===== src/rtl/fir3_out_serializer.sv =====
// Block FIFO that takes one 3-sample FIR output block per clock and streams the
// samples out one per transfer (lane 0 first) over a valid/ready handshake.
module fir3_out_serializer #(
  parameter int unsigned NB    = 12,
  parameter int unsigned DEPTH = 4
) (
  input  logic          clk_i,
  input  logic          rst_i,
  input  logic          vin_i,
  input  logic [NB-1:0] din0_i,
  input  logic [NB-1:0] din1_i,
  input  logic [NB-1:0] din2_i,
  input  logic          rdy_i,
  output logic          vout_o,
  output logic [NB-1:0] dout_o,
  output logic          full_o,
  output logic          empty_o,
  output logic          ovf_o
);

  localparam int unsigned AW = $clog2(DEPTH);
  localparam int unsigned CW = AW + 1;
  localparam int unsigned BW = 3 * NB;

  typedef enum logic [1:0] {L0, L1, L2} lane_e;

  lane_e           lane_q, lane_d;
  logic [AW-1:0]   wr_ptr_q, wr_ptr_d;
  logic [AW-1:0]   rd_ptr_q, rd_ptr_d;
  logic [CW-1:0]   count_q, count_d;
  logic            ovf_q, ovf_d;
  logic [BW-1:0]   mem_q [DEPTH];

  logic            empty, full, xfer, pop, push;
  logic [BW-1:0]   head;

  assign empty = (count_q == '0);
  assign full  = (count_q == CW'(DEPTH));
  assign xfer  = !empty && rdy_i;
  assign pop   = xfer && (lane_q == L2);
  assign push  = vin_i && (!full || pop);
  assign head  = mem_q[rd_ptr_q];

  // State register; the storage array is deliberately left out of reset.
  always_ff @(posedge clk_i or posedge rst_i) begin
    if (rst_i) begin
      lane_q   <= L0;
      wr_ptr_q <= '0;
      rd_ptr_q <= '0;
      count_q  <= '0;
      ovf_q    <= 1'b0;
    end else begin
      lane_q   <= lane_d;
      wr_ptr_q <= wr_ptr_d;
      rd_ptr_q <= rd_ptr_d;
      count_q  <= count_d;
      ovf_q    <= ovf_d;
    end
  end

  always_ff @(posedge clk_i) begin
    if (push) begin
      mem_q[wr_ptr_q] <= {din2_i, din1_i, din0_i};
    end
  end

  // Lane FSM and FIFO bookkeeping; a full FIFO accepts only alongside a pop.
  always_comb begin
    lane_d   = lane_q;
    wr_ptr_d = wr_ptr_q;
    rd_ptr_d = rd_ptr_q;
    count_d  = count_q;
    ovf_d    = ovf_q;

    if (xfer) begin
      case (lane_q)
        L0:      lane_d = L1;
        L1:      lane_d = L2;
        L2:      lane_d = L0;
        default: lane_d = L0;
      endcase
    end

    if (pop) begin
      rd_ptr_d = rd_ptr_q + AW'(1);
    end
    if (push) begin
      wr_ptr_d = wr_ptr_q + AW'(1);
    end

    if (push && !pop) begin
      count_d = count_q + CW'(1);
    end else if (pop && !push) begin
      count_d = count_q - CW'(1);
    end

    if (vin_i && full && !pop) begin
      ovf_d = 1'b1;
    end
  end

  // First-word fall-through output, driven from registered state only.
  always_comb begin
    dout_o = '0;
    if (!empty) begin
      case (lane_q)
        L0:      dout_o = head[NB-1:0];
        L1:      dout_o = head[2*NB-1:NB];
        L2:      dout_o = head[3*NB-1:2*NB];
        default: dout_o = '0;
      endcase
    end
  end

  assign vout_o  = !empty;
  assign empty_o = empty;
  assign full_o  = full;
  assign ovf_o   = ovf_q;

endmodule


===== config.mk =====
export PLATFORM = sky130hd
export DESIGN_NAME = fir3_out_serializer
export DESIGN_NICKNAME = d
export VERILOG_FILES = /design/src/rtl/fir3_out_serializer.sv
export SDC_FILE = /design/constraint.sdc
export NUM_CORES = 1
export LEC_CHECK = 0
export CAP_MARGIN = 40
export CORE_MARGIN = 2
export CORE_UTILIZATION = 30
export DETAILED_ROUTE_END_ITERATION = 12
export GPL_TIMING_DRIVEN = 0
export SLEW_MARGIN = 25
export SYNTH_ARGS = -nofsm -noshare
export SYNTH_HDL_FRONTEND = slang
export SYNTH_SLANG_ARGS = --single-unit

===== constraint.sdc =====
create_clock -name clk_i -period 2.91 [get_ports clk_i]
set_input_delay 0.291 -clock clk_i [delete_from_list [all_inputs] [get_ports clk_i]]
set_output_delay 0.291 -clock clk_i [all_outputs]
set_load 0.05 [all_outputs]

### After elaboration in Yosys (flattened, before gate mapping)

Memories as Yosys holds them, arrays and structs flattened.
Index checks and enable logic that the tools add are counted.

| storage, ports and cells | value |
|---|---|
| output and inout port bits | 16 |
| bits in writable memories | 144 |
| memories | 1 |
| flip-flop bits (word level) | 10 |
| word-level logic and storage cells | 35 |
| input port bits | 40 |

| cells by class | value |
|---|---|
| equality and inequality tests | 3 |
| muxes and demuxes | 7 |
| reduce and logical (&&, ||, !) cells | 15 |
| add/sub/neg operators | 4 |

Memories:

| name | depth | bits a word | read ports | clocked after Yosys merged registers in | wr ports | line | text |
|---|---|---|---|---|---|---|---|
| mem_q | 4 | 36 | 1 | 0 | 1 | 32 | `logic [BW-1:0] mem_q [DEPTH];` |

Operators with widths:

| operator | number |
|---|---|
| 12-bit case mux with 3 select lines | 1 |
| 12-bit 2-to-1 mux | 1 |
| 1-bit logical AND | 7 |
| 3-bit 2-to-1 mux | 2 |
| 2-bit by 1-bit adder with 2-bit output, second input constant | 2 |
| 1-bit zero test | 4 |
| 2-bit case mux with 2 select lines | 1 |
| 3-bit by 1-bit adder with 3-bit output, second input constant | 1 |
| 3-bit equality test, second input constant | 1 |
| 3-bit zero test | 1 |
| 3-bit by 1-bit subtractor with 3-bit output, second input constant | 1 |
| 2-bit by 1-bit equality test with 1-bit output, second input constant | 1 |
| 2-bit equality test, second input constant | 1 |
| 2-bit zero test | 1 |
| 1-bit 2-to-1 mux | 2 |
| 2-bit nonzero test | 1 |
| 1-bit logical OR | 1 |

### Depth between registers and ports, before layout

Gate-level depths: netlist (run 1).

| logic depth | value |
|---|---|
| depth in word-level cells | 10 |
| gate-level depth with buffers | 9 |
| gate-level depth less buffers | 9 |

### Worst setup path before layout (run 1)

OpenSTA, ideal clock, no wires.

| path | value |
|---|---|
| path type | reg2reg |
| start | register count_q[0] |
| end | register count_q[2] |
| data arrival time | 2.490 ns |
| slack | 0.341 ns |
| buffers on the path | 0 |
| setup time | 0.079 ns |
| data required time | 2.831 ns |
| stages on the path, launching flop included | 10 |
| clock period less this slack | 2.569 ns |
| cells stage by stage | dfrtp_1 nor3_2 inv_2 nand3_1 ha_1 inv_1 fa_1 xor2_1 nor2_1 xor2_1 |

| on the way | value |
|---|---|
| word-level cells in the longest chain between the ends | 9 |
| elaborated cells between the ends (all ways) | 17 |
| those cells by class | add/sub: 2; eq/ne: 1; mux: 2; reduce/logical: 12 |

RTL lines:

| element | line | text |
|---|---|---|
| from (decl) | 30 | `logic [CW-1:0] count_q, count_d;` |
| from (signal assigned) | 56 | `count_q <= count_d;` |
| 3-bit zero test * | 37 | `assign empty = (count_q == '0);` |
| via empty_o | 17 | `output logic empty_o,` |
| 1-bit zero test * | 39 | `assign xfer = !empty && rdy_i;` |
| 1-bit logical AND * | 39 |  |
| 1-bit logical AND * | 40 | `assign pop = xfer && (lane_q == L2);` |
| 1-bit logical OR | 41 | `assign push = vin_i && (!full \|\| pop);` |
| 1-bit logical AND | 41 |  |
| 1-bit zero test | 93 | `end else if (pop && !push) begin` |
| 1-bit logical AND | 93 |  |
| 2-bit nonzero test (no line) | - |  |

Mark *: on every way through the listed nets, which the timed path passes. The rest lies on a longest branch. The select of a mux whose other input is x is not followed.
A chain may end at the register's enable or synchronous reset.

### Final worst setup path (run 1)

| path | value |
|---|---|
| start | register rd_ptr_q[0] |
| end | output dout_o[4] |

| on the way | value |
|---|---|
| word-level cells in the longest chain between the ends | 3 |

RTL lines:

| element | line | text |
|---|---|---|
| from (decl) | 29 | `logic [AW-1:0] rd_ptr_q, rd_ptr_d;` |
| from (signal assigned) | 55 | `rd_ptr_q <= rd_ptr_d;` |
| memory read 4 x 36 bit | - |  |
| 12-bit case mux with 3 select lines | 106 | `case (lane_q)` |
| 12-bit 2-to-1 mux | 105 | `if (!empty) begin` |
| to (decl) | 15 | `output logic [NB-1:0] dout_o,` |

No other way between the ends.

==> key figures, run 1 <==
Status
  – Status: completed

Drt
  – Iter 0 DRT Violations: 228
  – Final ANT Viol Nets: 0
  – DR WL/cell: 18.93 um
  – DR pass1 iterations: 4
  – Via/cell ratio: 4.517
  – Via count: 2,846
  – Final WL: 11,920 um
  – Remaining DRCs: 0

Synth
  – Post-synth top cells: 144 x edfxtp_1, 30 x mux4_2, 14 x nand3_1, 12 x mux2i_1, 12 x o21ai_1
  – Cell with the most instances after synthesis: edfxtp_1
  – Yosys Warn Count: 0
  – Top-area cell type share of the netlist area: 0.7136
  – Syn Inst Count: 278
  – Asr flop ratio synth: 0.06494
  – Post-synth EDFFs: 144
  – Distinct cells, synth: 35
  – Share of the yosys chip area belonging to registers: 0.7549
  – Cell Area, Synth: 6060 sq um
  – Synth Register Bits: 154
  – Synth top area cells: edfxtp_1 71%, mux4_2 11%, dfrtp_1 4.1%
  – Syn Area/Cell: 21.80 sq um
  – Biggest area consumer among synthesized cells: edfxtp_1
  – Syn_nets: 324
  – Synth Flop Type: edfxtp_1

STA
  – Hold WS: 160.8 ps
  – Clk_skew: 3.717 ps
  – Post-route clock period utilization: 0.9506
  – Slew @ Worst Pin: 598.8 ps
  – Unrepaired setup endpoints after global routing: false
  – Final Critical Period: 2766 ps
  – Pins over their slew limit: 0
  – Worst slew margin: 0.6008
  – Hold Vio Cnt, Final: 0
  – Final WS setup: 143.9 ps
  – Setup-failing EPs final: 0
  – Max Freq: 361.5 MHz
  – TNS Setup: 0 ps

Floorplanning
  – Initial core utilization: 0.3083
  – Die width: 146.1 um
  – Core Region: 19,650 sq um
  – Die H: 146.1 um
  – IO Count: 56
  – Rows: 51
  – DIE AREA: 21,350 sq um

Run
  – MaxCap Viol Count: 0

Final layout
  – Final core utilization: 0.3799
  – ANT cells: 0
  – Area Overhead vs Synth: 23.23%
  – Final Instance Count excl. Fillers: 630
  – Multi-input logic area: 1378 sq um
  – Final-stage net count: 398
  – Fillers: 1,828
  – Share of post-route cells with drive strength above 1: 0.2137
  – FF/Latch Area: 4574 sq um

Global routing
  – Largest net degree at the start of global routing: 37
  – Global-route usage over all layers: 0.1167
  – Initial antenna violation count: 1
  – Grt ovf: 0
  – Vias in the first global route: 3,139
  – Global-route wire length before repair: 18,220 um

Power and ir drop
  – Maximum VDD drop: 332.4 uV
  – Pwr/cell area: 1082 nW/um^2
  – Pleak: 0.002486 uW

Placed design
  – Placed cells: 598
  – I/O Buffers: 55
  – Pre-CTS WS: 115.6 ps
  – Final HPWL from detailed placement: 7400 um
  – Final GP Congestion: 0.7194

Worst setup path
  – WP data arrival: 2480 ps
  – Crit path kind: register to primary output
  – Crit-path cells: buf_6, buf_12, mux4_2, mux2i_1, o21ai_1, dlygate4sd2_1
  – Worst Path Max Fanout: 10
  – FF-to-FF End: count_q[2]
  – Reg2reg path depth: 9
  – Flop2flop setup slack: 580 ps
  – Reg-to-reg startpoint: lane_q[0]
  – Crit. End Element: primary output
  – Slowest Stage Delay on Critical Path: 520 ps
  – Required @ worst endpoint: 2620 ps
  – CP Launch Type: register
  – Critical path's slowest cell: mux4_2

CTS
  – Clock sink count: 154
  – Clock Latency Late Sink: 420 ps
  – Clk root buf: clkbuf_16
  – Total CTS buffers: 17
  – Clock tree buffer depth: 2
  – CTS tree: built
  – CTS clk-pin slew, worst paths: 60 ps
  – H-tree Lvls: 4
  – Cts hold-fix bufs: 0

Hold path
  – Worst Hold Class: primary input to async pin
-- layout make-up --
cell class / instances / area share
buffer: 13 / 0.01475
clock buffer: 20 / 0.05848
clock inverter: 12 / 0.01106
inverter: 5 / 0.002513
multi-input combinational: 106 / 0.1845
sequential: 154 / 0.6126
tap: 265 / 0.04440
timing repair buffer: 55 / 0.07172
-- kinds of logic after synthesis --
group | count (synthesis) | synth area share
mux | 50 | 0.1611
fa+ha+maj | 6 | 0.01363
xor+xnor | 6 | 0.008672
flops | 154 | 0.7549
buf+inv | 18 | 0.01941
compound gates | 17 | 0.01652
simple gates | 27 | 0.02581
-- flip-flops by register name, indices dropped and copies added, names as in the netlist --
| signal | flops |
|---|---|
| count_q | 3 |
| lane_q | 2 |
| mem_q | 144 |
| ovf_o | 1 |
| rd_ptr_q | 2 |
| wr_ptr_q | 2 |
-- worst max path at each step --
stage | slack (ps) | cells past startpoint | to | start
3_5_place_dp | 120 | 6 | dout_o[1] | lane_q[0]
6_report | 140 | 6 | dout_o[4] | rd_ptr_q[0]
3_3_place_gp | -570 | 4 | mem_q[1][6] | rdy_i
5_1_grt | 30 | 6 | dout_o[4] | rd_ptr_q[0]
4_1_cts | 8 | 6 | dout_o[4] | rd_ptr_q[1]
2_1_floorplan | 340 | 9 | count_q[2] | count_q[0]
-- per-layer routing --
layer / up-vias / share of wire / wire length, um / track usage
li1: 1302 / - / - / -
met1: 1464 / 0.45 / 5415 / 0.1468
met2: 64 / 0.49 / 5804 / 0.1861
met3: 14 / 0.045 / 542 / 0.04313
met4: 2 / 0.012 / 148 / 0.04175
met5: - / 0.00092 / 11 / 0
-- stage by stage --
step           total power (uW)  instance area [sq um]
5_1_grt                    8460                   7467
4_1_cts                    8174                   7460
2_1_floorplan              5312                   6060
3_3_place_gp               6298                   6942
6_report                   8077                   7467
3_5_place_dp               6352                   6952
-- layout by cell type, fill, tap and decap left out, drive strengths merged, types with 2 or more instances in the layout --
cell type      count
clkbuf            25
o21ai             13
nand3             14
edfxtp           144
mux2               2
mux2i             12
nor3               2
mux4              36
and2               4
clkdlybuf4s50     43
inv                5
clkinv            10
xnor2              4
dlygate4sd2       12
xor2               2
buf                8
ha                 5
dfrtp             10
-- timing repair --
action,CTS,global route
buffers inserted,0,0
pin swaps,0,0
setup endpoints to repair,12,5
gates resized for setup,15,4
-- power by group --
group          internal, uW  leakage (uW)  switching (uW)
combinational          1150      0.000793            1890
clock                  1150      0.000257             797
sequential             2950       0.00144             138
-- critical path: cells and delay by family (launching register included) --
family / cells / cell delay, ps
AOI/OAI and AO/OA: 1 / 110
DFF: 1 / 340
buffers and inverters: 3 / 810
muxes: 2 / 800
Power figures use the tool's default switching activity.
==> inputs of run 2 (changes only) <==
Settings changed: CORE_MARGIN 2 to unset, SLEW_MARGIN 25 to 20.
==> run 2 against run 1 <==
Against the previous run: die area is 2.7% lower; cell count is 0.48% higher; clock power is 2% lower; non-clock buffer count is 4 higher; core utilization is 0.34 points higher; combinational power hardly changed; clock skew hardly changed; critical endpoint is now dout_o[7]; largest cell class unchanged; largest power group unchanged.
==> key figures, run 2 (same netlist as run 1, synthesis figures left out) <==
Status
  – Status: completed

Floorplanning
  – Initial core utilization: 0.3083
  – Die H: 144.1 um
  – Rows: 51
  – Core Region: 19,650 sq um
  – IO Count: 56
  – Die width: 144.1 um
  – DIE AREA: 20,770 sq um

STA
  – Slew @ Worst Pin: 553.7 ps
  – Final Critical Period: 2780 ps
  – Worst slew margin: 0.6309
  – Clk_skew: 3.254 ps
  – Hold WS: 162.7 ps
  – Setup-failing EPs final: 0
  – Post-route clock period utilization: 0.9553
  – Unrepaired setup endpoints after global routing: false
  – Pins over their slew limit: 0
  – Max Freq: 359.7 MHz
  – Hold Vio Cnt, Final: 0

Power and ir drop
  – Total power: 8068 uW
  – Pwr/cell area: 1071 nW/um^2
  – Pleak: 0.002509 uW
  – Maximum VDD drop: 403.8 uV

Final layout
  – ANT cells: 0
  – Final core utilization: 0.3834
  – Final-stage net count: 402
  – Fillers: 1,828
  – Commonest non-fill, non-tap cells in the layout: 144 x edfxtp_1, 43 x clkdlybuf4s50_1, 30 x mux4_2
  – Biggest regs: mem_q (144), count_q (3)
  – Area Overhead vs Synth: 24.34%
  – Share of post-route cells with drive strength above 1: 0.2174
  – Max reg flops: 144
  – Design area: 7535 sq um
  – FF/Latch Area: 4574 sq um
  – Top reg by flops: mem_q
  – Most common cell after layout, fill and taps aside: edfxtp_1
  – Multi-input logic area: 1373 sq um

Global routing
  – Global-route usage over all layers: 0.1277
  – Global-route wire length before repair: 18,380 um
  – Grt ovf: 0
  – Vias in the first global route: 3,203
  – Largest net degree at the start of global routing: 26
  – Initial antenna violation count: 1

Drt
  – Via/cell ratio: 4.477
  – DR pass1 iterations: 4
  – DR WL/cell: 18.57 um
  – Remaining DRCs: 0
  – Via count: 2,834
  – Final WL: 11,750 um
  – Final ANT Viol Nets: 0
  – Iter 0 DRT Violations: 240

Placed design
  – Final GP Congestion: 0.7092
  – DP Area: 7027 sq um
  – Final HPWL from detailed placement: 7899 um
  – I/O Buffers: 55

Worst setup path
  – Worst Path Max Fanout: 10
  – Reg2reg path depth: 9
  – WP data arrival: 2490 ps
  – Slowest Stage Delay on Critical Path: 550 ps
  – CP Launch Type: register
  – Crit. End Element: primary output
  – Crit path kind: register to primary output
  – Crit-path cells: buf_2, nor2b_1, clkbuf_2, nand3_1, o21ai_1, dlygate4sd2_1
  – Critical path's slowest cell: dlygate4sd2_1
  – Required @ worst endpoint: 2620 ps

Hold path
  – Worst Hold Class: primary input to async pin

CTS
  – Clock sink count: 154
  – Total CTS buffers: 17
  – CTS tree: built
  – Clock Latency Late Sink: 410 ps
  – H-tree Lvls: 4
  – Clock tree buffer depth: 2
  – CTS clk-pin slew, worst paths: 60 ps
  – Clk root buf: clkbuf_16
  – Post-CTS setup buffer count: 0

Run
  – MaxCap Viol Count: 0
[run 2: repair_timing]
| item | CTS | global route |
|---|---|---|
| hold buffers | 0 | 0 |
| cloned | 0 | 0 |
| endpoints found under the setup margin | 12 | 4 |
| resized for setup | 14 | 3 |
[run 2: layout make-up]
class	instances	share of cell area
flip-flops and latches	154	0.6071
multi-input cells	106	0.1822
well taps	265	0.04401
clock buffers	17	0.05646
repair buffers	59	0.08187
plain buffers	13	0.01411
inverters	5	0.002491
clock inverters	14	0.01179
[run 2: per-stage QoR]
step / cells / TNS [ps] / setup slack, ps
global route: 633 / 0 / 10.15
finish: 633 / 0 / 130.1
floorplan: 278 / 0 / 340.7
detailed placement: 602 / 0 / 54.57
CTS: 633 / 0 / 3.830
global placement: 598 / -80290 / -575.1
[run 2: path summary, 6_finish.rpt]
check	startpoint	end	slack, ps
worst max-delay path	lane_q[0]	dout_o[7]	130
min in group clk_i	ovf_o	ovf_o	470
worst max register to register	lane_q[0]	count_q[2]	600
worst min register to register	ovf_o	ovf_o	470
worst min-delay path	rst_i	count_q[2]	160
max in group asynchronous	rst_i	count_q[0]	2480
[run 2: report_power, final]
group	total (uW)	switching [uW]	internal, uW
clock network	1910	776	1140
registers	3080	137	2950
logic	3070	1880	1190
total	8070	2790	5280
[run 2: metal layers]
metal	part of all wire	vias up	wire length, um	global-route usage
met3	0.065	12	768	0.04934
li1	-	1305	-	-
met5	0.0014	-	17	0
met4	0.0098	2	115	0.04199
met2	0.50	64	5894	0.2151
met1	0.42	1451	4958	0.1490
[run 2: worst max-delay path: cells and delay by family (launching register included)]
| family | cells | cell delay [ps] |
|---|---|---|
| compound gates | 1 | 130 |
| buf+inv | 3 | 1090 |
| flops | 1 | 360 |
| simple gates | 2 | 500 |
